$ cat src/rtl/limb_pkg.sv
// Shared types for the RAM arbiter: FSM states, lock-owner encoding and
// the default starvation limit.
package limb_pkg;

  typedef enum logic [1:0] {
    IDLE   = 2'd0,
    SINGLE = 2'd1,
    BURST  = 2'd2
  } state_e;

  typedef enum logic [1:0] {
    OWN_NONE = 2'd0,
    OWN_CORE = 2'd1,
    OWN_HOST = 2'd2
  } owner_e;

  localparam int STARVE_LIMIT_DEF = 8;

endpackage

$ cat src/rtl/rr_pick.sv
// Two-way round-robin tie-break: a sole requester always wins, and on a tie
// the requester that was not served last wins.
module rr_pick (
  input  logic req_core,
  input  logic req_host,
  input  logic last_host,
  output logic pick_core,
  output logic pick_host
);

  always_comb begin
    pick_core = req_core & (~req_host | last_host);
    pick_host = req_host & (~req_core | ~last_host);
  end

endmodule

$ cat src/rtl/ram_arbiter.sv
// Zero-latency arbiter sharing one RAM port between the core and a host
// loader, with locked host bursts that the core can break after starving.
module ram_arbiter
  import limb_pkg::*;
#(
  parameter int STARVE_LIMIT = STARVE_LIMIT_DEF,
  parameter int ADDR_W       = 8
) (
  input  logic              clk,
  input  logic              reset,
  input  logic              core_req,
  input  logic              core_we,
  input  logic [ADDR_W-1:0] core_addr,
  input  logic [7:0]        core_wdata,
  output logic              core_gnt,
  output logic              core_rvalid,
  output logic [7:0]        core_rdata,
  input  logic              host_req,
  input  logic              host_we,
  input  logic [ADDR_W-1:0] host_addr,
  input  logic [7:0]        host_wdata,
  input  logic [3:0]        host_burst_len,
  output logic              host_gnt,
  output logic              host_rvalid,
  output logic [7:0]        host_rdata,
  output logic              ram_we,
  output logic [ADDR_W-1:0] ram_addr,
  output logic [7:0]        ram_wdata,
  input  logic [7:0]        ram_rdata,
  output logic [1:0]        owner
);

  localparam int                WAIT_W   = $clog2(STARVE_LIMIT + 1);
  localparam logic [WAIT_W-1:0] WAIT_MAX = WAIT_W'(STARVE_LIMIT);

  state_e            state_q, state_d;
  owner_e            last_owner_q, last_owner_d;
  logic [3:0]        beat_cnt_q, beat_cnt_d;
  logic [WAIT_W-1:0] wait_cnt_q, wait_cnt_d;
  logic              brk_q, brk_d;
  logic              core_rvalid_q, core_rvalid_d;
  logic              host_rvalid_q, host_rvalid_d;
  logic [7:0]        core_rdata_q, core_rdata_d;
  logic [7:0]        host_rdata_q, host_rdata_d;
  logic              rr_core, rr_host, last_host, starve;

  assign last_host = (last_owner_q == OWN_HOST);
  assign starve    = (wait_cnt_q == WAIT_MAX) & core_req;

  rr_pick u_rr_pick (
    .req_core  (core_req),
    .req_host  (host_req),
    .last_host (last_host),
    .pick_core (rr_core),
    .pick_host (rr_host)
  );

  // Grants are gated by reset so no RAM write can slip out while it is high.
  always_comb begin
    // NOTE: every output of a combinational block gets a default first, so no latch is inferred.
    core_gnt = 1'b0;
    host_gnt = 1'b0;
    if (!reset) begin
      case (state_q)
        BURST: begin
          core_gnt = starve;
          host_gnt = ~starve & host_req;
        end
        default: begin
          if (brk_q && core_req) begin
            core_gnt = 1'b1;
          end else begin
            core_gnt = rr_core;
            host_gnt = rr_host;
          end
        end
      endcase
    end
  end

  always_comb begin
    ram_we    = 1'b0;
    ram_addr  = '0;
    ram_wdata = '0;
    if (core_gnt) begin
      ram_we    = core_we;
      ram_addr  = core_addr;
      ram_wdata = core_wdata;
    end else if (host_gnt) begin
      ram_we    = host_we;
      ram_addr  = host_addr;
      ram_wdata = host_wdata;
    end
  end

  always_comb begin
    state_d      = state_q;
    beat_cnt_d   = beat_cnt_q;
    wait_cnt_d   = '0;
    brk_d        = 1'b0;
    last_owner_d = last_owner_q;

    if (core_gnt)      last_owner_d = OWN_CORE;
    else if (host_gnt) last_owner_d = OWN_HOST;

    case (state_q)
      BURST: begin
        if (core_gnt) begin
          state_d    = SINGLE;
          beat_cnt_d = '0;
          brk_d      = 1'b1;
        end else if (!host_req || beat_cnt_q == 4'd1) begin
          state_d    = SINGLE;
          beat_cnt_d = '0;
        end else begin
          beat_cnt_d = beat_cnt_q - 4'd1;
        end
        if (core_req && !core_gnt)
          wait_cnt_d = (wait_cnt_q == WAIT_MAX) ? WAIT_MAX : wait_cnt_q + WAIT_W'(1);
      end
      default: begin
        if (host_gnt && host_burst_len != 4'd0) begin
          state_d    = BURST;
          beat_cnt_d = host_burst_len;
        end else if (core_req || host_req) begin
          state_d = SINGLE;
        end else begin
          state_d = IDLE;
        end
      end
    endcase

    core_rvalid_d = core_gnt & ~core_we;
    host_rvalid_d = host_gnt & ~host_we;
    core_rdata_d  = core_rvalid_d ? ram_rdata : core_rdata_q;
    host_rdata_d  = host_rvalid_d ? ram_rdata : host_rdata_q;
  end

  always_comb begin
    case (state_q)
      IDLE:    owner = OWN_NONE;
      BURST:   owner = OWN_HOST;
      default: owner = (last_owner_q == OWN_CORE) ? OWN_CORE : OWN_HOST;
    endcase
  end

  always_ff @(posedge clk or posedge reset) begin
    if (reset) begin
      state_q       <= IDLE;
      last_owner_q  <= OWN_HOST;
      beat_cnt_q    <= '0;
      wait_cnt_q    <= '0;
      brk_q         <= 1'b0;
      core_rvalid_q <= 1'b0;
      host_rvalid_q <= 1'b0;
      core_rdata_q  <= '0;
      host_rdata_q  <= '0;
    end else begin
      // NOTE: sequential state uses non-blocking assignments so every flop samples pre-edge values.
      state_q       <= state_d;
      last_owner_q  <= last_owner_d;
      beat_cnt_q    <= beat_cnt_d;
      wait_cnt_q    <= wait_cnt_d;
      brk_q         <= brk_d;
      core_rvalid_q <= core_rvalid_d;
      host_rvalid_q <= host_rvalid_d;
      core_rdata_q  <= core_rdata_d;
      host_rdata_q  <= host_rdata_d;
    end
  end

  assign core_rvalid = core_rvalid_q;
  assign host_rvalid = host_rvalid_q;
  assign core_rdata  = core_rdata_q;
  assign host_rdata  = host_rdata_q;

endmodule

$ cat config.mk
export PLATFORM = sky130hd
export DESIGN_NAME = ram_arbiter
export DESIGN_NICKNAME = d
export VERILOG_FILES = /design/src/rtl/limb_pkg.sv /design/src/rtl/rr_pick.sv /design/src/rtl/ram_arbiter.sv
export SDC_FILE = /design/constraint.sdc
export NUM_CORES = 1
export LEC_CHECK = 0
export ABC_AREA = 1
export ABC_CLOCK_PERIOD_IN_PS = 4850
export CORE_ASPECT_RATIO = 0.7
export CORE_MARGIN = 5
export CORE_UTILIZATION = 45
export CTS_BUF_LIST = sky130_fd_sc_hd__clkbuf_8
export CTS_CLUSTER_DIAMETER = 120
export DETAILED_ROUTE_END_ITERATION = 10
export GPL_TIMING_DRIVEN = 1
export HOLD_SLACK_MARGIN = 0.1
export PLACE_DENSITY = 0.9
export SETUP_SLACK_MARGIN = 0.4
export SYNTH_ARGS = -nofsm -noshare
export SYNTH_HDL_FRONTEND = slang
export SYNTH_SLANG_ARGS = --single-unit
$ cat constraint.sdc
create_clock -name clk -period 4.85 [get_ports clk]
set_input_delay 0.485 -clock clk [delete_from_list [all_inputs] [get_ports clk]]
set_output_delay 0.485 -clock clk [all_outputs]
set_load 0.1 [all_outputs]
==> results_dict.tcl <==
set metrics [dict create \
    fp.dieH_um 62.8 \
    utilization_pct 70.0 \
    finalMaxSlewViolations 0 \
    clkSinkCount 31 \
    synth_nets 282 \
    numCtsBuffers 5 \
    netlist_area_mm2 0.00179 \
    relSlewSlack_pct 32.5 \
    place_inst 362 \
    grt_pass1_vias 1750 \
    worst-path-buf-inv 3 \
    grt_usage_pct 19.1 \
    seq_area_frac_synth_pct 43.4 \
    grt_max_degree 32 \
    yosysWarnings 0 \
    num-fill-cells 307 \
    crit_required_ns 4.37 \
    synth_seq_cells 31 \
    maxCapViolCount 0 \
    end_kind "output pin" \
    wl_per_cell_um 13.5 \
    hp-class "reg -> reg" \
    nets 371 \
    postSynth.asyncResetShare_pct 100 \
    vias 1797 \
    worstPathCellList "clkdlybuf4s50_1, nand3_1, nand3_1, nand2_2, nand2_4, inv_2, clkdlybuf4s50_1" \
    grt_pass1_wl_mm 8.18 \
    cts_resized 0 \
    grt_antenna_before_repair 0 \
    cpMaxStageDelayCell "clkdlybuf4s50_1" \
    path_clk_slew_ns 0.06 \
    cts_tree "yes" \
    portBuffers 88 \
    power.density_mw_per_mm2 704 \
    synthCells 228 \
    postCtsHoldBufs 0 \
    max_freq_mhz 292 \
    critPathKind "in -> out" \
    num_rows 19 \
    antenna_cells_inserted 0 \
    die_area_mm2 0.00536 \
    cp_top_family "buffers and inverters" \
    critPathArrivalTime_ns 2.94 \
    ir_worst_vdd_uv 539 \
    rsz0062_at_grt "false" \
    clk_path_buf_depth 2 \
    overflow 0 \
    ant_nets 0 \
    leakage_nw 1.34 \
    cts_max_level 2 \
    status "completed" \
    syn_to_final_growth_pct 51.3 \
    globalplace.congestion 0.872 \
    finalCritPeriodShare_pct 70.6 \
    initial_utilization_pct 46.2 \
    syn-mean-instance-area_um2 7.86 \
    first_pass_iters 4 \
    finalCriticalPeriod_ns 3.43 \
    wl_mm 4.98 \
    instances_no_fill 370 \
    max_stage_delay_ns 1.20 \
    post_cts_buffers 0 \
    ioPinCount 89 \
    clk_latency_ns 0.27 \
    die_x_um 85.4 \
    report.final.setup_viol 0 \
    synth_enable_flop_cells 0 \
    tightest_slew_ns 1.01 \
    cts_root_buf "clkbuf_8" \
    design_area_mm2 0.00271 \
    rrSetupSlack_ns 3.13 \
    core_area_mm2 0.00387 \
    hold_viol_final 0 \
    tns_ns 0 \
    initialDrtViolationCount 84 \
    ys_types 29 \
    startpoint_type "primary input" \
    ys.flop_type "dfrtp_1" \
    cp_max_fo 20 \
    drc 0 \
    skew_ns 0.00800 \
    dpl.hpwl_mm 3.88 \
    final_layout_size_suffix_gt1_share_pct 18.2 \
    via_per_inst 4.86 \
    placed_cell_area_mm2 0.00263 \
]
layer usage:
layer	vias up	share of wire, %	track usage [%]
met5	-	0	0
met4	0	1.5	5.73
met3	8	11	7.38
met2	86	44	29.7
met1	805	43	24.6
li1	898	-	-
registers in the layout, summed over array words and instances, names as in the netlist:
name          count
last_owner_q      2
core_rdata        8
wait_cnt_q        4
core_rvalid       1
host_rvalid       1
beat_cnt_q        4
host_rdata        8
state_q           2
brk_q             1
power breakdown:
group,total (W),internal (W),switching (W)
Sequential,0.000421,0.000355,0.0000662
Combinational,0.00130,0.000292,0.00101
Clock,0.000185,0.0000962,0.0000888
Total,0.00191,0.000743,0.00117
cell families (layout without fill, tap and decap cells):
| logic type | Yosys count | after routing | synth area share [%] |
|---|---|---|---|
| AO/OA/AOI/OAI | 23 | 23 | 8.52 |
| buffers and inverters | 22 | 112 | 7.47 |
| flip-flops | 31 | 31 | 43.4 |
| AND/OR/NAND/NOR | 145 | 145 | 36.4 |
| adder cells (fa/ha/maj) | 4 | 4 | 2.79 |
| XOR/XNOR | 3 | 3 | 1.47 |
Yosys cell counts (all sizes together) (2+ instances only):
master	count	area (µm²)
a21oi	3	18.8
buf	6	66.3
dfrtp	30	751
ha	4	50.1
inv	15	63.8
nand2	113	469
nand3	10	62.6
nand4	2	12.5
nor2	15	80.1
nor3	4	20.0
o21ai	20	134
xnor2	2	17.5
worst reg2reg max path, stage by stage, from the launching register on:
cell and delay [ns]:
dfrtp_1 0.41, inv_1 0.07, ha_1 0.16, nand4_1 0.11, nand2_2 0.12, nand3_4 0.29
nand2_1 0.19, nand2_1 0.12, nand3_1 0.09, nand2_1 0.05
final timing paths:
kind / to / from / depth (start not counted)
worst max-delay path: host_gnt / core_req / 7
worst min-delay path: core_rdata[7] / core_rdata[7] / 2
worst max register to register: beat_cnt_q[1] / wait_cnt_q[0] / 9
worst min register to register: core_rdata[7] / core_rdata[7] / 2
max in group asynchronous: last_owner_q[1] / reset / 3
min in group asynchronous: state_q[1] / reset / 3
area by class of cell:
type | count | area, µm² | share of cell area [%]
Timing Repair Buffer | 89 | 843 | 31.1
Clock inverter | 3 | 12.5 | 0.461
Inverter | 15 | 63.8 | 2.35
Clock buffer | 5 | 68.8 | 2.54
Tap cell | 52 | 65.1 | 2.40
Sequential cell | 31 | 777 | 28.7
Multi-Input combinational cell | 175 | 881 | 32.5
stage by stage:
| step | hold slack [ns] | setup slack (ns) | total power [W] |
|---|---|---|---|
| after floorplan | 0.461 | 0.600 | 0.00144 |
| after detailed placement | 0.482 | 1.44 | 0.00173 |
| after global routing | 0.526 | 1.30 | 0.00200 |
| final | 0.494 | 1.42 | 0.00191 |
| after global placement | 0.475 | 1.50 | 0.00172 |
| after CTS | 0.499 | 1.44 | 0.00192 |
layout by cell type, fill, tap and decap left out:
cell type        instances
o21ai_2                  9
xnor2_1                  2
clkinv_2                 1
dfstp_2                  1
nand3_1                  9
nor2_1                  13
nor3_1                   4
o21ai_0                 11
nand2_2                 12
dfrtp_1                 30
a21oi_1                  2
nand3_4                  1
nor3b_1                  1
inv_1                   12
clkdlybuf4s50_1         70
xor2_1                   1
nor2_8                   1
ha_1                     4
inv_6                    1
nand4_1                  2
nor2_4                   1
inv_2                    3
nand2_4                  2
inv_4                    1
clkbuf_8                 5
buf_4                   19
a21oi_2                  1
nand2_1                 99
Note: power is estimated with default switching activity, not from simulation.
